## config.mk

```make
export PLATFORM = sky130hd
export DESIGN_NAME = mx_int8_bd_dequant
export DESIGN_NICKNAME = d
export VERILOG_FILES = /design/src/rtl/mx_int8_bd_dequant_pkg.sv /design/src/rtl/mx_int8_elem_to_fp32.sv /design/src/rtl/mx_int8_bd_dequant.sv
export SDC_FILE = /design/constraint.sdc
export NUM_CORES = 1
export LEC_CHECK = 0
export BUFFER_PORTS_ARGS = -buffer_cell sky130_fd_sc_hd__buf_2
export CAP_MARGIN = 25
export CORE_UTILIZATION = 40
export CTS_BUF_LIST = sky130_fd_sc_hd__clkbuf_2
export DETAILED_ROUTE_END_ITERATION = 12
export PLACE_DENSITY_LB_ADDON = 0.25
export SYNTH_ARGS = -nofsm -noshare
export SYNTH_HDL_FRONTEND = slang
export SYNTH_SLANG_ARGS = --single-unit
```

## constraint.sdc

```tcl
create_clock -name clk -period 6.9 [get_ports clk]
set_input_delay 0.345 -clock clk [delete_from_list [all_inputs] [get_ports clk]]
set_output_delay 0.345 -clock clk [all_outputs]
set_load 0.05 [all_outputs]
```

## src/rtl/mx_int8_bd_dequant_pkg.sv

```systemverilog
// Shared constants and types for the MXINT8 block dequantizer.
`ifndef FLOAT32_WIDTH
`define FLOAT32_WIDTH 32
`endif

package mx_int8_bd_dequant_pkg;

  localparam int MXINT8_ELEM_WIDTH = 8;
  localparam int E8M0_WIDTH        = 8;
  localparam int E8M0_BIAS         = 127;
  localparam int MXINT8_FRAC_BITS  = 6;

  localparam logic [E8M0_WIDTH-1:0] E8M0_NAN     = 8'hFF;
  localparam logic [31:0]           FP32_QNAN    = 32'h7FC00000;
  localparam logic [31:0]           FP32_POS_INF = 32'h7F800000;

  typedef enum logic {
    ST_IDLE = 1'b0,
    ST_EMIT = 1'b1
  } state_e;

endpackage

```

## src/rtl/mx_int8_elem_to_fp32.sv

```systemverilog
// Combinational conversion of one int8 element under an E8M0 scale into an
// exact float32: value = elem / 64 * 2^(scale - 127).
module mx_int8_elem_to_fp32
  import mx_int8_bd_dequant_pkg::*;
(
  input  logic [E8M0_WIDTH-1:0]        scale_i,
  input  logic [MXINT8_ELEM_WIDTH-1:0] elem_i,
  output logic [`FLOAT32_WIDTH-1:0]    fp32_o
);

  logic              sign;
  logic [7:0]        mag;
  logic [2:0]        lead_pos;
  logic signed [9:0] exp_s;
  logic [22:0]       mant_norm;
  logic [22:0]       mant_sub;

  always_comb begin
    sign = elem_i[7];
    // -128 negates back to 8'h80, which is the correct magnitude 128.
    mag  = sign ? (~elem_i + 8'd1) : elem_i;

    lead_pos = 3'd0;
    for (int b = 0; b < 8; b++) begin
      if (mag[b]) lead_pos = 3'(b);
    end

    exp_s = $signed({2'b00, scale_i}) + $signed({7'b0, lead_pos})
            - 10'(MXINT8_FRAC_BITS);

    // The 23-bit shift drops the implicit leading one off the top.
    mant_norm = {15'b0, mag} << (5'd23 - {2'b00, lead_pos});
    mant_sub  = {15'b0, mag} << ({1'b0, scale_i} + 9'd16);

    if (scale_i == E8M0_NAN) begin
      fp32_o = FP32_QNAN;
    end else if (elem_i == 8'd0) begin
      fp32_o = 32'h0000_0000;
    end else if (exp_s >= 10'sd255) begin
      fp32_o = FP32_POS_INF | {sign, 31'b0};
    end else if (exp_s >= 10'sd1) begin
      fp32_o = {sign, exp_s[7:0], mant_norm};
    end else begin
      fp32_o = {sign, 8'h00, mant_sub};
    end
  end

endmodule

```

## src/rtl/mx_int8_bd_dequant.sv

```systemverilog
// MXINT8 block to float32 stream: latches one scale + K int8 elements and
// emits K float32 scalars in order, one per handshake, back-to-back capable.
module mx_int8_bd_dequant
  import mx_int8_bd_dequant_pkg::*;
#(
  parameter int K     = 32,
  parameter int IDX_W = $clog2(K)
) (
  input  logic                                 clk,
  input  logic                                 rst,
  input  logic                                 in_valid_i,
  output logic                                 in_ready_o,
  input  logic [E8M0_WIDTH-1:0]                in_scale_i,
  input  logic [MXINT8_ELEM_WIDTH*K-1:0]       in_elem_i,
  output logic                                 out_valid_o,
  input  logic                                 out_ready_i,
  output logic [`FLOAT32_WIDTH-1:0]            out_float32_o,
  output logic [IDX_W-1:0]                     out_idx_o,
  output logic                                 out_last_o
);

  state_e                         state_q, state_d;
  logic [E8M0_WIDTH-1:0]          scale_q, scale_d;
  logic [MXINT8_ELEM_WIDTH-1:0]   elem_q [K];
  logic [MXINT8_ELEM_WIDTH-1:0]   elem_d [K];
  logic [MXINT8_ELEM_WIDTH-1:0]   in_elem_arr [K];
  logic                           out_valid_q, out_valid_d;
  logic [`FLOAT32_WIDTH-1:0]      out_float_q, out_float_d;
  logic [IDX_W-1:0]               out_idx_q, out_idx_d;
  logic                           out_last_q, out_last_d;

  logic                           out_hs;
  logic                           last_hs;
  logic                           accept;
  logic [IDX_W-1:0]               idx_next;
  logic [E8M0_WIDTH-1:0]          conv_scale;
  logic [MXINT8_ELEM_WIDTH-1:0]   conv_elem;
  logic [`FLOAT32_WIDTH-1:0]      conv_fp32;

  for (genvar gi = 0; gi < K; gi++) begin : g_unpack
    assign in_elem_arr[gi] = in_elem_i[MXINT8_ELEM_WIDTH*gi +: MXINT8_ELEM_WIDTH];
  end

  assign out_hs     = out_valid_q && out_ready_i;
  assign last_hs    = out_hs && out_last_q;
  assign in_ready_o = !rst && ((state_q == ST_IDLE) || last_hs);
  assign accept     = in_valid_i && in_ready_o;
  assign idx_next   = out_idx_q + 1'b1;

  // A fresh block converts element 0 straight from the inputs so it shows up
  // the cycle after acceptance; otherwise convert the next latched element.
  assign conv_scale = accept ? in_scale_i     : scale_q;
  assign conv_elem  = accept ? in_elem_arr[0] : elem_q[idx_next];

  mx_int8_elem_to_fp32 u_conv (
    .scale_i (conv_scale),
    .elem_i  (conv_elem),
    .fp32_o  (conv_fp32)
  );

  always_comb begin
    state_d     = state_q;
    scale_d     = scale_q;
    elem_d      = elem_q;
    out_valid_d = out_valid_q;
    out_float_d = out_float_q;
    out_idx_d   = out_idx_q;
    out_last_d  = out_last_q;

    if (accept) begin
      state_d     = ST_EMIT;
      scale_d     = in_scale_i;
      elem_d      = in_elem_arr;
      out_valid_d = 1'b1;
      out_float_d = conv_fp32;
      out_idx_d   = '0;
      out_last_d  = (K == 1);
    end else if (last_hs) begin
      state_d     = ST_IDLE;
      out_valid_d = 1'b0;
      out_last_d  = 1'b0;
    end else if (out_hs) begin
      out_float_d = conv_fp32;
      out_idx_d   = idx_next;
      out_last_d  = (idx_next == IDX_W'(K - 1));
    end
  end

  always_ff @(posedge clk) begin
    if (rst) begin
      state_q     <= ST_IDLE;
      scale_q     <= '0;
      out_valid_q <= 1'b0;
      out_float_q <= '0;
      out_idx_q   <= '0;
      out_last_q  <= 1'b0;
      for (int i = 0; i < K; i++) elem_q[i] <= '0;
    end else begin
      state_q     <= state_d;
      scale_q     <= scale_d;
      out_valid_q <= out_valid_d;
      out_float_q <= out_float_d;
      out_idx_q   <= out_idx_d;
      out_last_q  <= out_last_d;
      for (int i = 0; i < K; i++) elem_q[i] <= elem_d[i];
    end
  end

  assign out_valid_o   = out_valid_q;
  assign out_float32_o = out_float_q;
  assign out_idx_o     = out_idx_q;
  assign out_last_o    = out_last_q;

endmodule

```

# Yosys cells after proc, flatten, opt, wreduce, memory -nomap -nowiden
# Cells that the tools add are included.
[totals] regBits=303 wordCells=90
[classes] n_reduce_logical=13 muxes=22 eq_ne=3 shift=2 add_sub_neg=6 bitwise_logic=4 order_cmp=3
[ops] op="32-bit 2-to-1 mux" count=5
[ops] op="31-bit 2-to-1 mux" count=2
[ops] op="8-bit binary-select mux with 5-bit select" count=1
[ops] op="8-bit 2-to-1 mux" count=5
[ops] op="8-bit by 5-bit left shift with 23-bit output" count=1
[ops] op="8-bit by 9-bit left shift with 23-bit output" count=1
[ops] op="3-bit 2-to-1 mux" count=6
[ops] op="10-bit by 2-bit greater-or-equal comparator with 1-bit output (second input constant)" count=1
[ops] op="10-bit by 9-bit greater-or-equal comparator with 1-bit output (second input constant)" count=1
[ops] op="10-bit by 4-bit subtractor with 10-bit output (second input constant)" count=1
[ops] op="8-bit by 3-bit adder with 9-bit output" count=1
[ops] op="8-bit by 5-bit adder with 9-bit output (second input constant)" count=1
[ops] op="8-bit by 1-bit adder with 8-bit output (second input constant)" count=1
[ops] op="8-bit equality test (second input constant)" count=1
[ops] op="8-bit zero test" count=1
[ops] op="8-bit inverter" count=1
[ops] op="6-bit greater-or-equal comparator (second input constant)" count=1
[ops] op="5-bit inverter with 6-bit output" count=1
[ops] op="5-bit by 1-bit adder with 5-bit output (second input constant)" count=1
[ops] op="5-bit equality test (second input constant)" count=1
[ops] op="5-bit by 3-bit subtractor with 5-bit output (first input constant)" count=1
[ops] op="1-bit logical AND" count=4
[ops] op="2-bit AND reduction" count=2
[ops] op="2-bit nonzero test" count=2
[ops] op="other kinds (7)" count=10

# Longest topological paths before layout
[depth] depth_word=26 depth_mapped=40 ltp_nobuf=32

# Cells and area by module
# Synthesis repeated with hierarchy kept, for this count alone.
[hier_totals] cells_unflattened=1988 hier_area_um2=15472.3
[modules_own_cells] module="mx_int8_bd_dequant" n_inst=1 area_each_um2=13733.2 seq_area_each_um2=6065.8 cells_each=1727
[modules_own_cells] module="mx_int8_elem_to_fp32" n_inst=1 area_each_um2=1739.2 seq_area_each_um2=0.0 cells_each=261

# Worst setup path before layout
# Ideal clock, no wire load.
[synth_path] kind="reg-to-reg" start="register out_idx_q[0] (netlist: out_idx_o[0])" end="register out_float_q[14] (netlist: out_float32_o[14])" n_path_buf=6 t_required_ns=6.778 arrival_time_ns=7.697 synth_period_minus_slack_ns=7.819 stages_incl_launch_ff=35 path_slack_ns=-0.919 cell_sequence="dfxtp_1 buf_6 buf_6 inv_2 ha_1 buf_6 buf_6 buf_6 mux4_2 mux2_2 o31a_1 o221a_2 inv_1 ha_1 inv_1 o31ai_1 xnor2_1 a21o_1 a21o_1 nand2b_1 ha_1 inv_1 fa_1 inv_1 ha_1 nor3b_1 or4b_2 nand3_1 o2111a_1 nor2_1 nor3b_1 nor3b_2 and3_1 clkbuf_1 a221o_1"
[synth_between] elab_chain_len=26 elab_cells_between_ends=31 cone_classes="add/sub (5); order compare (2); shift (2); mux (19); bitwise (2); reduce/logical (1)"
[synth_lines] element="from (decl)" line_no="mx_int8_bd_dequant.sv:29" rtl="logic [IDX_W-1:0] out_idx_q, out_idx_d;"
[synth_lines] element="from (signal assigned)" line_no="mx_int8_bd_dequant.sv:103" rtl="out_idx_q <= out_idx_d;"
[synth_lines] element="5-bit by 1-bit adder with 5-bit output (*)" line_no="mx_int8_bd_dequant.sv:48" rtl="assign idx_next = out_idx_q + 1'b1;"
[synth_lines] element="named net idx_next[0]" line_no="mx_int8_bd_dequant.sv:35" rtl="logic [IDX_W-1:0] idx_next;"
[synth_lines] element="5-bit inverter with 6-bit output (implied by the code) (*)" line_no="mx_int8_bd_dequant.sv:53" rtl="assign conv_elem = accept ? in_elem_arr[0] : elem_q[idx_next];"
[synth_lines] element="8-bit binary-select mux with 5-bit select (*)" line_no="mx_int8_bd_dequant.sv:53"
[synth_lines] element="8-bit 2-to-1 mux (implied by the code) (*) (2 in a row)" line_no="mx_int8_bd_dequant.sv:53"
[synth_lines] element="8-bit 2-to-1 mux (*)" line_no="mx_int8_bd_dequant.sv:53"
[synth_lines] element="8-bit inverter" line_no="mx_int8_elem_to_fp32.sv:21" rtl="mag = sign ? (~elem_i + 8'd1) : elem_i;"
[synth_lines] element="8-bit by 1-bit adder with 8-bit output" line_no="mx_int8_elem_to_fp32.sv:21"
[synth_lines] element="(+10 left out)"
[synth_lines] element="10-bit by 2-bit greater-or-equal comparator with 1-bit output" line_no="mx_int8_elem_to_fp32.sv:41" rtl="end else if (exp_s >= 10'sd1) begin"
[synth_lines] element="31-bit 2-to-1 mux" line_no="mx_int8_elem_to_fp32.sv:41"
[synth_lines] element="31-bit 2-to-1 mux" line_no="mx_int8_elem_to_fp32.sv:39" rtl="end else if (exp_s >= 10'sd255) begin"
[synth_lines] element="32-bit 2-to-1 mux (*)" line_no="mx_int8_elem_to_fp32.sv:37" rtl="end else if (elem_i == 8'd0) begin"
[synth_lines] element="32-bit 2-to-1 mux (*)" line_no="mx_int8_elem_to_fp32.sv:35" rtl="if (scale_i == E8M0_NAN) begin"
[synth_lines] element="32-bit 2-to-1 mux" line_no="mx_int8_bd_dequant.sv:82" rtl="end else if (out_hs) begin"
[synth_lines] element="32-bit 2-to-1 mux" line_no="mx_int8_bd_dequant.sv:78" rtl="end else if (last_hs) begin"
[synth_lines] element="32-bit 2-to-1 mux (*)" line_no="mx_int8_bd_dequant.sv:70" rtl="if (accept) begin"
[synth_lines] element="to (signal assigned)" line_no="mx_int8_bd_dequant.sv:102" rtl="out_float_q <= out_float_d;"
[synth_lines] element="to (decl)" line_no="mx_int8_bd_dequant.sv:28" rtl="logic [`FLOAT32_WIDTH-1:0] out_float_q, out_float_d;"
# The timed path passes the listed nets; every way through them passes the cells marked *. The select of a mux whose other input is x is not followed.
# A chain may end at the register's enable or synchronous reset.

# Final worst setup path
[layout_path] start="register out_idx_q[0] (netlist: out_idx_o[0])" end="register out_float_q[7] (netlist: out_float32_o[7])"
# Same word-level chain as after synthesis.

==> impl_metrics.py <==
metrics = {
    "synthesis": {
        "synthAdderAreaFrac_pct": 0.7692,
        "synth_xor_area_share_pct": 1.747,
        "postSynthCellCount": 1842,
        "synth_mux_area_share_pct": 11.68,
        "synthFlopType": "dfxtp_1",
        "synth_edf_count": 0,
        "avgSynthCellArea_um2": 8.478,
        "synth-seq-cells": 303,
        "ys_seq_area_share_pct": 38.84,
        "synth_compound_gate_area_share_pct": 14.91,
        "syn-num-nets": 2119,
        "yosysWarningCount": 0,
        "synth_top_family_by_area": "simple AND/OR/NAND/NOR gates",
        "synth_cell_types": 91,
        "async_flop_share_pct": 0,
        "yosys.area_share.simple_pct": 27.28,
        "synth_area_mm2": 0.01562,
    },
    "drt": {
        "wl_mm": 54.31,
        "drt-initial-drc-count": 1029,
        "viasPerCell": 5.131,
        "firstDrtPassIters": 5,
        "drc": 0,
        "via_count": 15928,
        "wire_per_inst_um": 17.50,
        "ant_nets": 0,
    },
    "critical_path": {
        "worst-r2r-setup-slack_ns": 0.01,
        "worst_path_largest_cell_delay_ns": 0.50,
        "r2r_end": "out_float32_o[7]",
        "path_class": "register to register",
        "cp.required_ns": 7.74,
        "slowest_stage": "or4b_4",
        "path_max_fanout": 12,
        "crit_top_cell": "ha_4",
        "endpoint_kind": "register",
        "rr_startpoint": "out_idx_o[0]",
        "crit_arrival_ns": 7.73,
        "r2r_cells": 30,
        "start_kind": "register",
    },
    "min_path": {
        "holdCritStartpoint": "in_valid_i",
        "hp-class": "input port to register",
        "hold-path-cell-count": 5,
        "hold_end": "elem_q[252]",
    },
    "job": {
        "drv_cap": 0,
    },
    "die": {
        "die_w_um": 199.6,
        "die_y_um": 199.6,
        "dieArea_mm2": 0.03983,
        "rows": 72,
        "io_pins": 308,
        "core_area_mm2": 0.03856,
        "initial_core_util_pct": 40.50,
    },
    "clocking": {
        "cts_buffers": 85,
        "cts_tree": "built",
        "numClockSinks": 303,
        "worstSkewPairLatency_ns": 0.95,
        "clockRootBuffer": "clkbuf_2",
        "htree_levels": 3,
        "clk_pin_slew_worst_paths_ns": 0.09,
        "cts_buffer_depth": 3,
    },
    "timing": {
        "slew_violations": 0,
        "timing.final.crit_share_pct": 99.85,
        "max_freq_ghz": 0.1452,
        "fin_skew_ns": 0.06322,
        "relSlewSlack_pct": 31.89,
        "hold_viol": 0,
        "setup_viol": 0,
        "rsz0062_at_grt": "yes",
        "finalCriticalPeriod_ns": 6.889,
        "worst_pin_slew_ns": 1.022,
    },
    "placement": {
        "gp_congestion": 0.9150,
        "numPortBuffers": 307,
        "placed_area_mm2": 0.01818,
        "hpwl_mm": 34.66,
    },
    "layout": {
        "final_common_cell": "nand2_1",
        "fillers": 3496,
        "mostFrequentLayoutCells": "374 x nand2_1, 307 x buf_2, 300 x dfxtp_1, 270 x dlygate4sd3_1",
        "fin_util_pct": 58.08,
        "layout.nets": 2795,
        "drive_gt1_share_pct": 29.52,
        "area.growth.synth_to_final_pct": 43.41,
        "finalInstanceArea_mm2": 0.02240,
    },
    "pwr": {
        "ir_worst_vdd_mv": 0.1194,
        "p_leak_nw": 9.366,
        "pwr_density_cell_mw_per_mm2": 217.4,
    },
    "global_route": {
        "grt_pass1_wl_mm": 83.17,
        "grt_max_degree": 246,
        "grt_pass1_vias": 15994,
        "antenna_found_initial": 5,
        "overflow": 0,
        "track_usage_pct": 26.68,
    },
    "status": {
        "outcome": "finished, final reports clean",
    },
}
## sequential cells by signal, summed over array words and instances (netlist names)
register and cells:
elem_q 256, out_float32_o 32, out_idx_o 5, out_last_o 1, out_valid_o 1, scale_q 8
## stage by stage
stage	power (mW)	TNS, ns	hold WS [ns]	worst slack [ns]	instances
floorplan	2.888	-0.06240	0.4178	-0.05785	1842
global placement	3.302	-0.1873	0.4262	-0.06120	2629
detailed placement	3.314	-1.098	0.4303	-0.1163	2629
CTS	4.756	0	0.0006845	0.006740	3066
global route	5.149	-4.800	0.05524	-0.2603	3104
finish	4.868	0	0.1334	0.01058	3104
## worst max path at each step
stage | depth (start not counted) | start | slack (ns) | to
after floorplan | 32 | out_idx_o[0] | -0.06 | out_float32_o[14]
after global placement | 31 | out_idx_o[0] | -0.06 | out_float32_o[21]
after detailed placement | 31 | out_idx_o[0] | -0.12 | out_float32_o[6]
after CTS | 29 | out_idx_o[0] | 0.007 | out_float32_o[3]
after global routing | 32 | out_idx_o[0] | -0.26 | out_float32_o[8]
final | 30 | out_idx_o[0] | 0.01 | out_float32_o[7]
## layer usage
metal | GRT usage [%] | share of wire, %
met5 | 0 | 0
met2 | 43.58 | 47
met4 | 13.80 | 3.9
met3 | 5.013 | 5.6
met1 | 33.40 | 43
## synth_stat cells, types with 10 or more instances
library cell / count / area [um2]
nand2_1: 379 / 1423
dfxtp_1: 303 / 6066
o21ai_0: 242 / 1211
nand2b_1: 240 / 1501
clkbuf_1: 88 / 330.3
nor2_1: 72 / 270.3
mux2i_1: 61 / 610.6
mux4_2: 46 / 1036
nand3b_1: 29 / 217.7
nand3_1: 26 / 130.1
a21oi_1: 24 / 120.1
nor3_1: 22 / 110.1
buf_2: 18 / 90.09
a22oi_1: 17 / 127.6
inv_1: 17 / 63.81
and3_1: 15 / 93.84
buf_6: 15 / 168.9
nor3b_1: 15 / 112.6
nor2b_1: 13 / 81.33
xnor2_1: 13 / 113.9
nand4_1: 10 / 62.56
xor2_1: 10 / 87.58
## where the power goes
group / total (mW) / switching [mW] / internal [mW]
Combinational: 1.66 / 0.826 / 0.835
Sequential: 1.94 / 0.0697 / 1.87
Clock: 1.27 / 0.788 / 0.481
## what timing repair did
action / 4_1_cts / 5_1_grt
pin swaps: 11 / 28
setup buffers: 17 / 31
gates cloned: 0 / 1
setup endpoints to repair: 20 / 23
resized for setup: 17 / 60
hold buffers: 270 / 0
hold endpoints to repair: 284 / 0
## critical path: cells and delay by family, from the launching register on
kind / cells / cell delay, ns
flip-flops: 1 / 0.44
adder cells (fa/ha/maj): 4 / 1.14
XOR/XNOR: 1 / 0.16
multiplexers: 3 / 0.89
AND/OR/NAND/NOR: 6 / 1.39
buffers and inverters: 8 / 0.84
AO/OA/AOI/OAI: 8 / 1.93
## layout make-up
class                      count  area, um2  share of cell area, %
antenna                        5      12.51                0.05587
clock buffer                 124      620.6                  2.771
clock inverter                26      108.9                 0.4861
inverter                      18      82.58                 0.3687
multi-input combinational   1387       9293                  41.49
sequential                   303       6072                  27.11
tap                          518      648.1                  2.894
timing repair buffer         723       5558                  24.82
## kinds of logic (layout without fill, tap and decap cells)
kind of cell,Yosys count,count (layout)
and+or+nand+nor,854,854
AOI/OAI and AO/OA,378,378
DFF,303,303
buffers and inverters,152,891
muxes,120,120
xor gates and xnor gates,26,26
adders and majority gates,9,9
other,0,5
Note: power is estimated with default switching activity, not from simulation.
